### src/rtl/cwc_capture_ctrl.sv
// ChipWatcher trigger/capture controller: masked level/edge trigger with occurrence count,
// circular trace-RAM write generation. Optional storage qualification via CWC_STORAGE_QUAL_EN.
module cwc_capture_ctrl #(
    parameter int NODE_NUM = 4,
    parameter int DEPTH    = 5461,
    parameter int ADDR_W   = 16,
    parameter int CNT_W    = 8
) (
    input  logic                trig_clk_i,
    input  logic                jrstn_i,
    input  logic                arm_i,
    input  logic                abort_i,
    input  logic [NODE_NUM-1:0] din_i,
    input  logic [NODE_NUM-1:0] trig_val_i,
    input  logic [NODE_NUM-1:0] trig_mask_i,
    input  logic [NODE_NUM-1:0] trig_edge_i,
    input  logic                trig_or_i,
    input  logic [CNT_W-1:0]    trig_cnt_i,
    input  logic [ADDR_W-1:0]   pre_len_i,
    input  logic [ADDR_W-1:0]   post_len_i,
`ifdef CWC_STORAGE_QUAL_EN
    input  logic                sq_en_i,
    input  logic [NODE_NUM-1:0] sq_mask_i,
`endif
    output logic                wt_ce_o,
    output logic                wt_en_o,
    output logic [ADDR_W-1:0]   wt_addr_o,
    output logic [NODE_NUM-1:0] wt_data_o,
    output logic                st_armed_o,
    output logic                st_trig_o,
    output logic                st_done_o,
    output logic [ADDR_W-1:0]   trig_addr_o
);

    typedef enum logic [2:0] {S_IDLE, S_PRE, S_WAIT, S_POST, S_DONE} state_e;

    state_e              state_q, state_d;
    logic [ADDR_W-1:0]   addr_q, pre_cnt_q, post_cnt_q;
    logic [CNT_W-1:0]    occ_q;
    logic [NODE_NUM-1:0] din_hist_q;

    logic                wt_ce_q, wt_en_q, st_armed_q, st_trig_q, st_done_q;
    logic [ADDR_W-1:0]   wt_addr_q, trig_addr_q;
    logic [NODE_NUM-1:0] wt_data_q;

    logic [NODE_NUM-1:0] node_hit;
    logic                cond, qual, active, ce, wr, fire, start;
    logic                pre_last, post_last;
    logic [CNT_W-1:0]    occ_target;
    logic [ADDR_W-1:0]   post_eff, addr_inc;

`ifdef CWC_STORAGE_QUAL_EN
    assign qual = ~sq_en_i | (|(din_i & sq_mask_i));
`else
    assign qual = 1'b1;
`endif

    // An edge hit additionally needs the node to differ from its previous sample.
    assign node_hit   = (din_i ~^ trig_val_i) & (~trig_edge_i | (din_hist_q ^ din_i));
    assign occ_target = (trig_cnt_i == '0) ? CNT_W'(1) : trig_cnt_i;
    assign post_eff   = (post_len_i > ADDR_W'(DEPTH - 1)) ? ADDR_W'(DEPTH - 1) : post_len_i;
    assign addr_inc   = (addr_q == ADDR_W'(DEPTH - 1)) ? '0 : addr_q + 1'b1;
    assign pre_last   = (pre_cnt_q + 1'b1) == pre_len_i;
    assign post_last  = (post_cnt_q + 1'b1) == post_eff;

    always_comb begin
        cond = 1'b1;
        if (trig_mask_i != '0) begin
            if (trig_or_i) cond = |(node_hit & trig_mask_i);
            else           cond = &(node_hit | ~trig_mask_i);
        end
    end

    always_comb begin
        state_d = state_q;
        active  = (state_q == S_PRE) || (state_q == S_WAIT) || (state_q == S_POST);
        ce      = active && !abort_i;
        start   = arm_i && !abort_i && ((state_q == S_IDLE) || (state_q == S_DONE));
        fire    = (state_q == S_WAIT) && !abort_i && cond && ((occ_q + 1'b1) == occ_target);
        // The trigger sample is always stored so trig_addr points at real data.
        wr      = ce && (qual || fire);

        case (state_q)
            S_IDLE, S_DONE: begin
                if (abort_i)    state_d = S_IDLE;
                else if (start) state_d = (pre_len_i == '0) ? S_WAIT : S_PRE;
            end
            S_PRE: begin
                if (abort_i)               state_d = S_IDLE;
                else if (wr && pre_last)   state_d = S_WAIT;
            end
            S_WAIT: begin
                if (abort_i)   state_d = S_IDLE;
                else if (fire) state_d = (post_eff == '0) ? S_DONE : S_POST;
            end
            S_POST: begin
                if (abort_i)               state_d = S_IDLE;
                else if (wr && post_last)  state_d = S_DONE;
            end
            default: state_d = S_IDLE;
        endcase
    end

    always_ff @(posedge trig_clk_i or negedge jrstn_i) begin
        if (!jrstn_i) state_q <= S_IDLE;
        else          state_q <= state_d;
    end

    always_ff @(posedge trig_clk_i or negedge jrstn_i) begin
        if (!jrstn_i) begin
            addr_q      <= '0;
            pre_cnt_q   <= '0;
            post_cnt_q  <= '0;
            occ_q       <= '0;
            din_hist_q  <= '0;
            wt_ce_q     <= 1'b0;
            wt_en_q     <= 1'b0;
            wt_addr_q   <= '0;
            wt_data_q   <= '0;
            st_armed_q  <= 1'b0;
            st_trig_q   <= 1'b0;
            st_done_q   <= 1'b0;
            trig_addr_q <= '0;
        end else begin
            wt_ce_q    <= ce;
            wt_en_q    <= wr;
            wt_data_q  <= din_i;
            st_armed_q <= ce;
            st_done_q  <= (state_q == S_DONE) && (state_d == S_DONE);
            if (start) begin
                addr_q     <= '0;
                pre_cnt_q  <= '0;
                post_cnt_q <= '0;
                occ_q      <= '0;
                din_hist_q <= '0;
                st_trig_q  <= 1'b0;
            end else begin
                din_hist_q <= din_i;
                if (wr) begin
                    wt_addr_q <= addr_q;
                    addr_q    <= addr_inc;
                    if (state_q == S_PRE)  pre_cnt_q  <= pre_cnt_q + 1'b1;
                    if (state_q == S_POST) post_cnt_q <= post_cnt_q + 1'b1;
                end
                if ((state_q == S_WAIT) && cond && !abort_i) occ_q <= occ_q + 1'b1;
                if (fire) begin
                    st_trig_q   <= 1'b1;
                    trig_addr_q <= addr_q;
                end
            end
        end
    end

    assign wt_ce_o     = wt_ce_q;
    assign wt_en_o     = wt_en_q;
    assign wt_addr_o   = wt_addr_q;
    assign wt_data_o   = wt_data_q;
    assign st_armed_o  = st_armed_q;
    assign st_trig_o   = st_trig_q;
    assign st_done_o   = st_done_q;
    assign trig_addr_o = trig_addr_q;

endmodule

### config.mk
export PLATFORM = sky130hd
export DESIGN_NAME = cwc_capture_ctrl
export DESIGN_NICKNAME = d
export VERILOG_FILES = /design/src/rtl/cwc_capture_ctrl.sv
export SDC_FILE = /design/constraint.sdc
export NUM_CORES = 1
export LEC_CHECK = 0
export CAP_MARGIN = 30
export CELL_PAD_IN_SITES_DETAIL_PLACEMENT = 1
export CELL_PAD_IN_SITES_GLOBAL_PLACEMENT = 2
export CORE_MARGIN = 4
export CORE_UTILIZATION = 30
export CTS_CLUSTER_SIZE = 25
export DETAILED_ROUTE_END_ITERATION = 8
export PLACE_DENSITY = 0.87
export SLEW_MARGIN = 30
export SYNTH_ARGS = -nofsm -noshare
export SYNTH_HDL_FRONTEND = slang
export SYNTH_SLANG_ARGS = --single-unit
### constraint.sdc
create_clock -name trig_clk_i -period 3.9 [get_ports trig_clk_i]
set_input_delay 0.39 -clock trig_clk_i [delete_from_list [all_inputs] [get_ports trig_clk_i]]
set_output_delay 0.39 -clock trig_clk_i [all_outputs]
set_load 0.01 [all_outputs]
; ---- Word level (Yosys, flattened, before mapping)
; Index checks and enable logic that the tools add are counted.
[totals]
ff_bits = 102
in_bits = 61
output_inout_bits = 41
word_cells = 96
[op_classes]
add_sub_neg = 4
magnitude_cmp = 1
n_eq_ne = 9
mux = 29
bitwise = 9
n_reduce_logical = 32
[op_table]
columns = op, n
row1 = $mux 16, 10
row2 = $add 16x1->16 const B, 3
row3 = $eq 16x16->1, 2
row4 = $logic_not 16->1, 2
row5 = $mux 3, 9
row6 = $mux 8, 3
row7 = $eq 16x13->1 const B, 1
row8 = $gt 16x13->1 const B, 1
row9 = $pmux 3 s4, 1
row10 = $logic_and 1x1->1, 11
row11 = $reduce_bool 2->1, 5
row12 = $add 8x1->8 const B, 1
row13 = $and 4x4->4, 2
row14 = $eq 8x8->1, 1
row15 = $logic_not 8->1, 1
row16 = $not 4->4, 2
row17 = $or 4x4->4, 2
row18 = $reduce_and 2->1, 4
row19 = $eq 3x2->1 const B, 2
row20 = $eq 3x3->1 const B, 2
row21 = $mux 1, 4
row22 = $mux 4, 1
row23 = $reduce_and 4->1, 1
row24 = $reduce_bool 4->1, 1
row25 = 10 further kinds, 12

; ---- Longest topological paths before layout
; Gate-level depths: netlist (run 1).
[depth]
word_depth = 14
depth_mapped = 10
ltp_nobuf = 9

; ---- Least setup slack after synthesis (run 1)
; Ideal clock, no wire load.
[synth_path]
kind = flip-flop to flip-flop
start = register post_cnt_q[7]
end = register state_q[1]
setup_time_ns = 0.131
t_arrival_ns = 2.498
required_time_ns = 3.769
slack_ns = 1.271
stages_incl_launch_ff = 9
path_buffers = 0
synth_period_minus_slack_ns = 2.629
cell_sequence = dfrtp_1 -> nand4_4 -> nor4_1 -> xor2_1 -> a221oi_1 -> nand4_1 -> a2111oi_2 -> a31oi_1 -> or3_1
[synth_via]
elab_chain_cells = 6
[synth_lines]
columns = element, line
row1 = "start, declared", 38  ; logic [ADDR_W-1:0] addr_q, pre_cnt_q, post_cnt_q;
row2 = "start signal, assigned", 143  ; if (state_q == S_POST) post_cnt_q <= post_cnt_q + 1'b1;
row3 = $add 16x1->16, 64  ; assign post_last = (post_cnt_q + 1'b1) == post_eff;
row4 = $eq 16x16->1, 64
row5 = $logic_and 1x1->1, 98  ; else if (wr && post_last) state_d = S_DONE;
row6 = $mux 3, 98
row7 = $mux 3, 97  ; if (abort_i) state_d = S_IDLE;
row8 = $pmux 3 s4, 83  ; case (state_q)
row9 = via state_d[1], 37  ; state_e state_q, state_d;
row10 = "end signal, assigned", 106  ; else state_q <= state_d;
row11 = "end, declared", 37
; The timed path passes the listed nets, and every way through them passes these cells.
; A chain may end at the register's enable or synchronous reset.

; ---- Final worst setup path (run 1)
[layout_path]
start = register post_cnt_q[0]
end = register state_q[1]
; Same word-level chain as after synthesis.

==> results.ini, run 1 <==
[sta]
finalHoldViolations = 0
post-route-min-period_ns = 3.14
setup_slack_ns = 0.757
finClkSkew_ns = 0.0108
slew_headroom = 0.423
rsz0062_at_grt = false
slew_violations = 0
finalSetupTns_ns = 0
tightestPinTransition_ns = 0.866
setup-violations-final = 0
fmax_mhz = 318
post-route-period-util = 0.806

[synth]
synthDistinctLibCells = 69
yosys-top-cells-count = nand2_1 (105), dfrtp_1 (102), o21ai_0 (65), nor2_1 (50), nand3_1 (40)
yosys_warnings = 0
ys_async_sr_fraction = 1.00
synth_area_leaders = dfrtp_1 (43%), nand2_1 (6.7%), xnor2_1 (5.6%)
synth_area_mm2 = 0.00590
synth_most_common_cell = nand2_1
seq_area_frac_synth = 0.432
syn_avg_cell_area_um2 = 8.90
synth-seq-cells = 102
synth_edf_count = 0
netlist.top_cell.by_area = dfrtp_1
synth_nets = 729
synth_top_area_share = 0.432
syn-instance-count = 663
synth-main-ff-cell = dfrtp_1

[worst_setup_path]
crit_type = reg -> reg
cp-start-kind = register
critPathArrivalTime_ns = 3.38
crit_path_max_fanout = 8
cp.required_ns = 4.14
endpoint_kind = register

[route]
drtAntennaViolNets = 0
via_count = 5303
wirelength_mm = 16.9
routedWlPerCell_um = 16.5
firstDrtPassIters = 4
drt_iter0_drc = 271
via_per_inst = 5.15
drc = 0

[run]
drv_cap = 0

[floorplanning]
die_y_um = 148
start_util = 0.304
fp.dieArea_mm2 = 0.0220
core-area_mm2 = 0.0194
die_w_um = 148
row_count = 51
io_pins = 102

[cts]
clock_latency_ns = 0.36
post_cts_buffers = 0
cts_buffer_depth = 2
clkSinkCount = 102
cts_made_buffers = 9
htree_num_levels = 3
cts_root_buf = clkbuf_16
holdBufCountCts = 0
cts_resized = 0
cts_tree = yes
clk_pin_slew_ns = 0.08

[outcome]
outcome = finished, final reports clean

[cells_and_area]
num_antenna_cells = 0
final_nets = 826
syn_to_final_growth_pct = 27.0
design_area_mm2 = 0.00750
layout-drive-gt1-share = 0.0746

[place]
placed_area_mm2 = 0.00722
place_congestion = 0.771
numPortBuffers = 101
dpl.hpwl_mm = 12.8
pre_cts_ws_ns = 0.599

[grt]
antenna_found_initial = 0
grt_max_degree = 52
grt_pass1_wl_mm = 28.3
grt-ovfl-total = 0
first_global_vias = 5398
track_usage = 0.158

[power_and_ir_drop]
max-vdd-ir-drop_mv = 0.179
finalPower_uw = 2300
p_per_area_mw_per_mm2 = 307
p_leak_uw = 0.00317

[hold_path]
hp-class = in -> async

through the flow:
| stage | hold WS, ns | cells | util |
|---|---|---|---|
| floorplan | 0.0944 | 663 | - |
| CTS | 0.0824 | 1029 | 0.386 |
| detailed placement | 0.466 | 1014 | 0.372 |
| global route | 0.114 | 1029 | 0.386 |
| global placement | 0.458 | 1014 | 0.372 |
| finish | 0.0587 | 1029 | 0.386 |
cell families after synthesis:
family | after synthesis | synth area share
multiplexers | 18 | 0.0337
AND/OR/NAND/NOR | 296 | 0.252
buffers and inverters | 40 | 0.0284
adder cells (fa/ha/maj) | 5 | 0.0106
AO/OA/AOI/OAI | 134 | 0.142
XOR/XNOR | 68 | 0.101
flip-flops | 102 | 0.432
per-layer routing:
metal | GRT usage | vias up | routed length (um)
met5 | 0 | - | 0
met4 | 0.0467 | 0 | 333
met1 | 0.207 | 2630 | 7780
met3 | 0.0311 | 23 | 702
li1 | - | 2554 | -
met2 | 0.266 | 96 | 8120
critical path, stage by stage, from the launching register on:
cell and delay, ns:
dfrtp_1 0.50, ha_1 0.34, nand4_4 0.20, nor4_1 0.63, a31o_1 0.26, nand4_1 0.11
a2111oi_2 0.37, a31oi_1 0.20, or3_1 0.40
worst paths after layout:
check	slack, ns	start	cells after the start	endpoint
setup / recovery	0.76	post_cnt_q[0]$_DFFE_PN0P_	8	state_q[1]$_DFF_PN0_
hold / removal	0.06	jrstn_i	1	wt_addr_o[13]$_DFFE_PN0P_
setup reg to reg	0.76	post_cnt_q[0]$_DFFE_PN0P_	8	state_q[1]$_DFF_PN0_
hold reg to reg	0.48	wt_addr_o[12]$_DFFE_PN0P_	2	wt_addr_o[12]$_DFFE_PN0P_
max in group asynchronous	2.99	jrstn_i	2	state_q[0]$_DFF_PN0_
min in group trig_clk_i	0.48	wt_addr_o[12]$_DFFE_PN0P_	2	wt_addr_o[12]$_DFFE_PN0P_
power breakdown:
group	internal (uW)	switching, uW
Sequential	1080	27.3
Clock	442	440
Combinational	144	165
final cells by class:
type,instances,area (um^2)
Multi-Input combinational cell,521,3190
Clock buffer,9,225
Sequential cell,102,2550
Inverter,14,52.6
Fill cell,2280,11900
Timing Repair Buffer,112,1090
Tap cell,265,332
Clock inverter,6,55.1
sequential cells by signal, summed over array words and instances, names as in the netlist, 3 cells and up:
register	cells
wt_addr_o	16
state_q	3
trig_addr_o	16
wt_data_o	4
post_cnt_q	16
addr_q	16
din_hist_q	4
occ_q	8
pre_cnt_q	16
layout by cell type, fill, tap and decap left out, types with 6 or more instances in the layout:
master           count
mux2_2              11
o31ai_1              6
nor2_1              49
a21oi_1             20
nor3_1              11
xor2_1              30
nand2_1            105
clkdlybuf4s50_1    100
clkbuf_16            9
and3_1              13
and2_1               7
nand4_1             13
dfrtp_1            102
xnor2_1             38
nand3_1             40
buf_4               12
nor4_1              13
inv_1               13
o21ai_0             65
or3_1                7
No activity file was read; power rests on OpenSTA's default activity.
==> run 2, diff against run 1 <==
--- a/config.mk
+++ b/config.mk
@@ -9,10 +9,10 @@
 export CELL_PAD_IN_SITES_DETAIL_PLACEMENT = 1
 export CELL_PAD_IN_SITES_GLOBAL_PLACEMENT = 2
 export CORE_MARGIN = 4
-export CORE_UTILIZATION = 30
+export CORE_UTILIZATION = 29
 export CTS_CLUSTER_SIZE = 25
 export DETAILED_ROUTE_END_ITERATION = 8
-export PLACE_DENSITY = 0.87
+export PLACE_DENSITY = 0.88
 export SLEW_MARGIN = 30
 export SYNTH_ARGS = -nofsm -noshare
 export SYNTH_HDL_FRONTEND = slang
==> constraint.sdc (replaced) <==
create_clock -name trig_clk_i -period 2.6 [get_ports trig_clk_i]
set_input_delay 0.26 -clock trig_clk_i [delete_from_list [all_inputs] [get_ports trig_clk_i]]
set_output_delay 0.26 -clock trig_clk_i [all_outputs]
set_load 0.01 [all_outputs]
==> run 2 against run 1 <==
  * The flow now finishes with violations (setup timing)
  * Register-to-register slack worse by 0.85 ns
  * Sequential power up 50%
  * Combinational power up 77%
  * Total power up 56%
  * Largest cell class unchanged
  * Critical path type unchanged
  * Clock power up 58%
  * Core utilization up 3.7 points
==> results.ini, run 2 (synthesis results as in run 1) <==
[sta]
fmax_mhz = 371
post-route-min-period_ns = 2.69
setup_slack_ns = -0.0931
hold_ws_ns = 0.475
setup-violations-final = 2
tightestPinTransition_ns = 0.748
slew_violations = 0
finalHoldViolations = 0
finClkSkew_ns = 0.00994
post-route-period-util = 1.04
rsz0062_at_grt = true
slew_headroom = 0.501

[cts]
cts_buffer_depth = 2
htree_num_levels = 3
clkSinkCount = 102
clock_latency_ns = 0.36
cts_made_buffers = 9
cts_tree = yes
cts_root_buf = clkbuf_16
clk_pin_slew_ns = 0.08

[floorplanning]
start_util = 0.299
core-area_mm2 = 0.0197
io_pins = 102
fp.dieArea_mm2 = 0.0227
die_y_um = 151
row_count = 51
die_w_um = 151

[cells_and_area]
fillers = 2305
num_antenna_cells = 0
multi_input_area_mm2 = 0.00331
layout.cells.non_filler = 1122
syn_to_final_growth_pct = 41.3
seq_area_mm2 = 0.00255
final_common_cell = nand2_1
layout-drive-gt1-share = 0.189
design_area_mm2 = 0.00834
final_cell_mix = nand2_1 (105), buf_4 (102), dfrtp_1 (100), clkdlybuf4s50_1 (100), o21ai_0 (65)
final_nets = 918

[route]
via_per_inst = 5.02
wirelength_mm = 18.5
firstDrtPassIters = 4
routedWlPerCell_um = 16.5
drt_iter0_drc = 168
drtAntennaViolNets = 0
drc = 0
via_count = 5634

[worst_setup_path]
cp-start-kind = register
cp_cell_sequence = nand3_2 > nor4_2 > buf_4 > xor2_4 > a222oi_1 > nand4_1 > a2111oi_4 > a31oi_2 > or3_1
endpoint_kind = register
cpPeakStageDelay_ns = 0.43
cp.required_ns = 2.84
critPathArrivalTime_ns = 2.93
crit_path_max_fanout = 3
worst_path_max_delay_cell = dfrtp_1
crit_type = reg -> reg

[place]
numPortBuffers = 101
pre_cts_ws_ns = -0.374
placed_area_mm2 = 0.00790
place_congestion = 0.809
place_inst = 1101
dpl.hpwl_mm = 14.0

[power_and_ir_drop]
max-vdd-ir-drop_mv = 0.247
p_per_area_mw_per_mm2 = 431
p_leak_uw = 0.00369

[grt]
antenna_found_initial = 0
track_usage = 0.166
grt_max_degree = 53
first_global_vias = 6008
grt_pass1_wl_mm = 30.5
grt-ovfl-total = 0

[run]
drv_cap = 0

[outcome]
violations = setup timing
outcome = finished with violations

[hold_path]
hp-class = reg -> reg

[run 2: area by class of cell]
cell class                      count  area share
Clock buffer                        9      0.0270
Clock inverter                      7     0.00900
Inverter                           14     0.00630
Multi-Input combinational cell    521       0.396
Sequential cell                   102       0.306
Tap cell                          265      0.0397
Timing Repair Buffer              204       0.215
[run 2: where the power goes]
| group | internal (uW) | switching [uW] |
|---|---|---|
| Clock | 685 | 708 |
| Combinational | 267 | 279 |
| Sequential | 1630 | 34.2 |
[run 2: worst max-delay path: cells and delay by family, from the launching register on]
family / cells / cell delay, ns
AOI/OAI and AO/OA: 3 / 0.93
xor gates and xnor gates: 1 / 0.07
buffers and inverters: 1 / 0.18
DFF: 1 / 0.43
and+or+nand+nor: 4 / 0.97
[run 2: worst paths after layout]
check | startpoint | to | slack (ns) | depth (start not counted)
max | post_cnt_q[0]$_DFFE_PN0P_ | state_q[1]$_DFF_PN0_ | -0.09 | 9
min | wt_addr_o[15]$_DFFE_PN0P_ | wt_addr_o[15]$_DFFE_PN0P_ | 0.48 | 2
max reg2reg | post_cnt_q[0]$_DFFE_PN0P_ | state_q[1]$_DFF_PN0_ | -0.09 | 9
min reg2reg | wt_addr_o[15]$_DFFE_PN0P_ | wt_addr_o[15]$_DFFE_PN0P_ | 0.48 | 2
max in group asynchronous | jrstn_i | wt_addr_o[1]$_DFFE_PN0P_ | 1.22 | 3
min in group asynchronous | jrstn_i | wt_data_o[1]$_DFF_PN0_ | 0.50 | 2
[run 2: repair_timing]
item,in CTS,in global routing
gates resized for setup,5,11
hold buffers,1,0
setup endpoints to repair,2,13
pin swaps,3,14
endpoints found under the hold margin,46,0
buffers inserted,0,5
[run 2: per-layer routing]
layer / GRT usage / share of wire
met1: 0.223 / 0.47
met2: 0.282 / 0.48
met3: 0.0214 / 0.028
met5: 0 / 0
met4: 0.0458 / 0.015
[run 2: stage by stage]
step | utilization | TNS, ns | power [uW]
after detailed placement | 0.400 | -3.76 | 2240
final | 0.423 | -0.121 | 3600
after global routing | 0.423 | -0.586 | 3780
after global placement | 0.400 | -3.16 | 2230
after CTS | 0.418 | -0.0458 | 3640
after floorplan | - | 0 | 1900
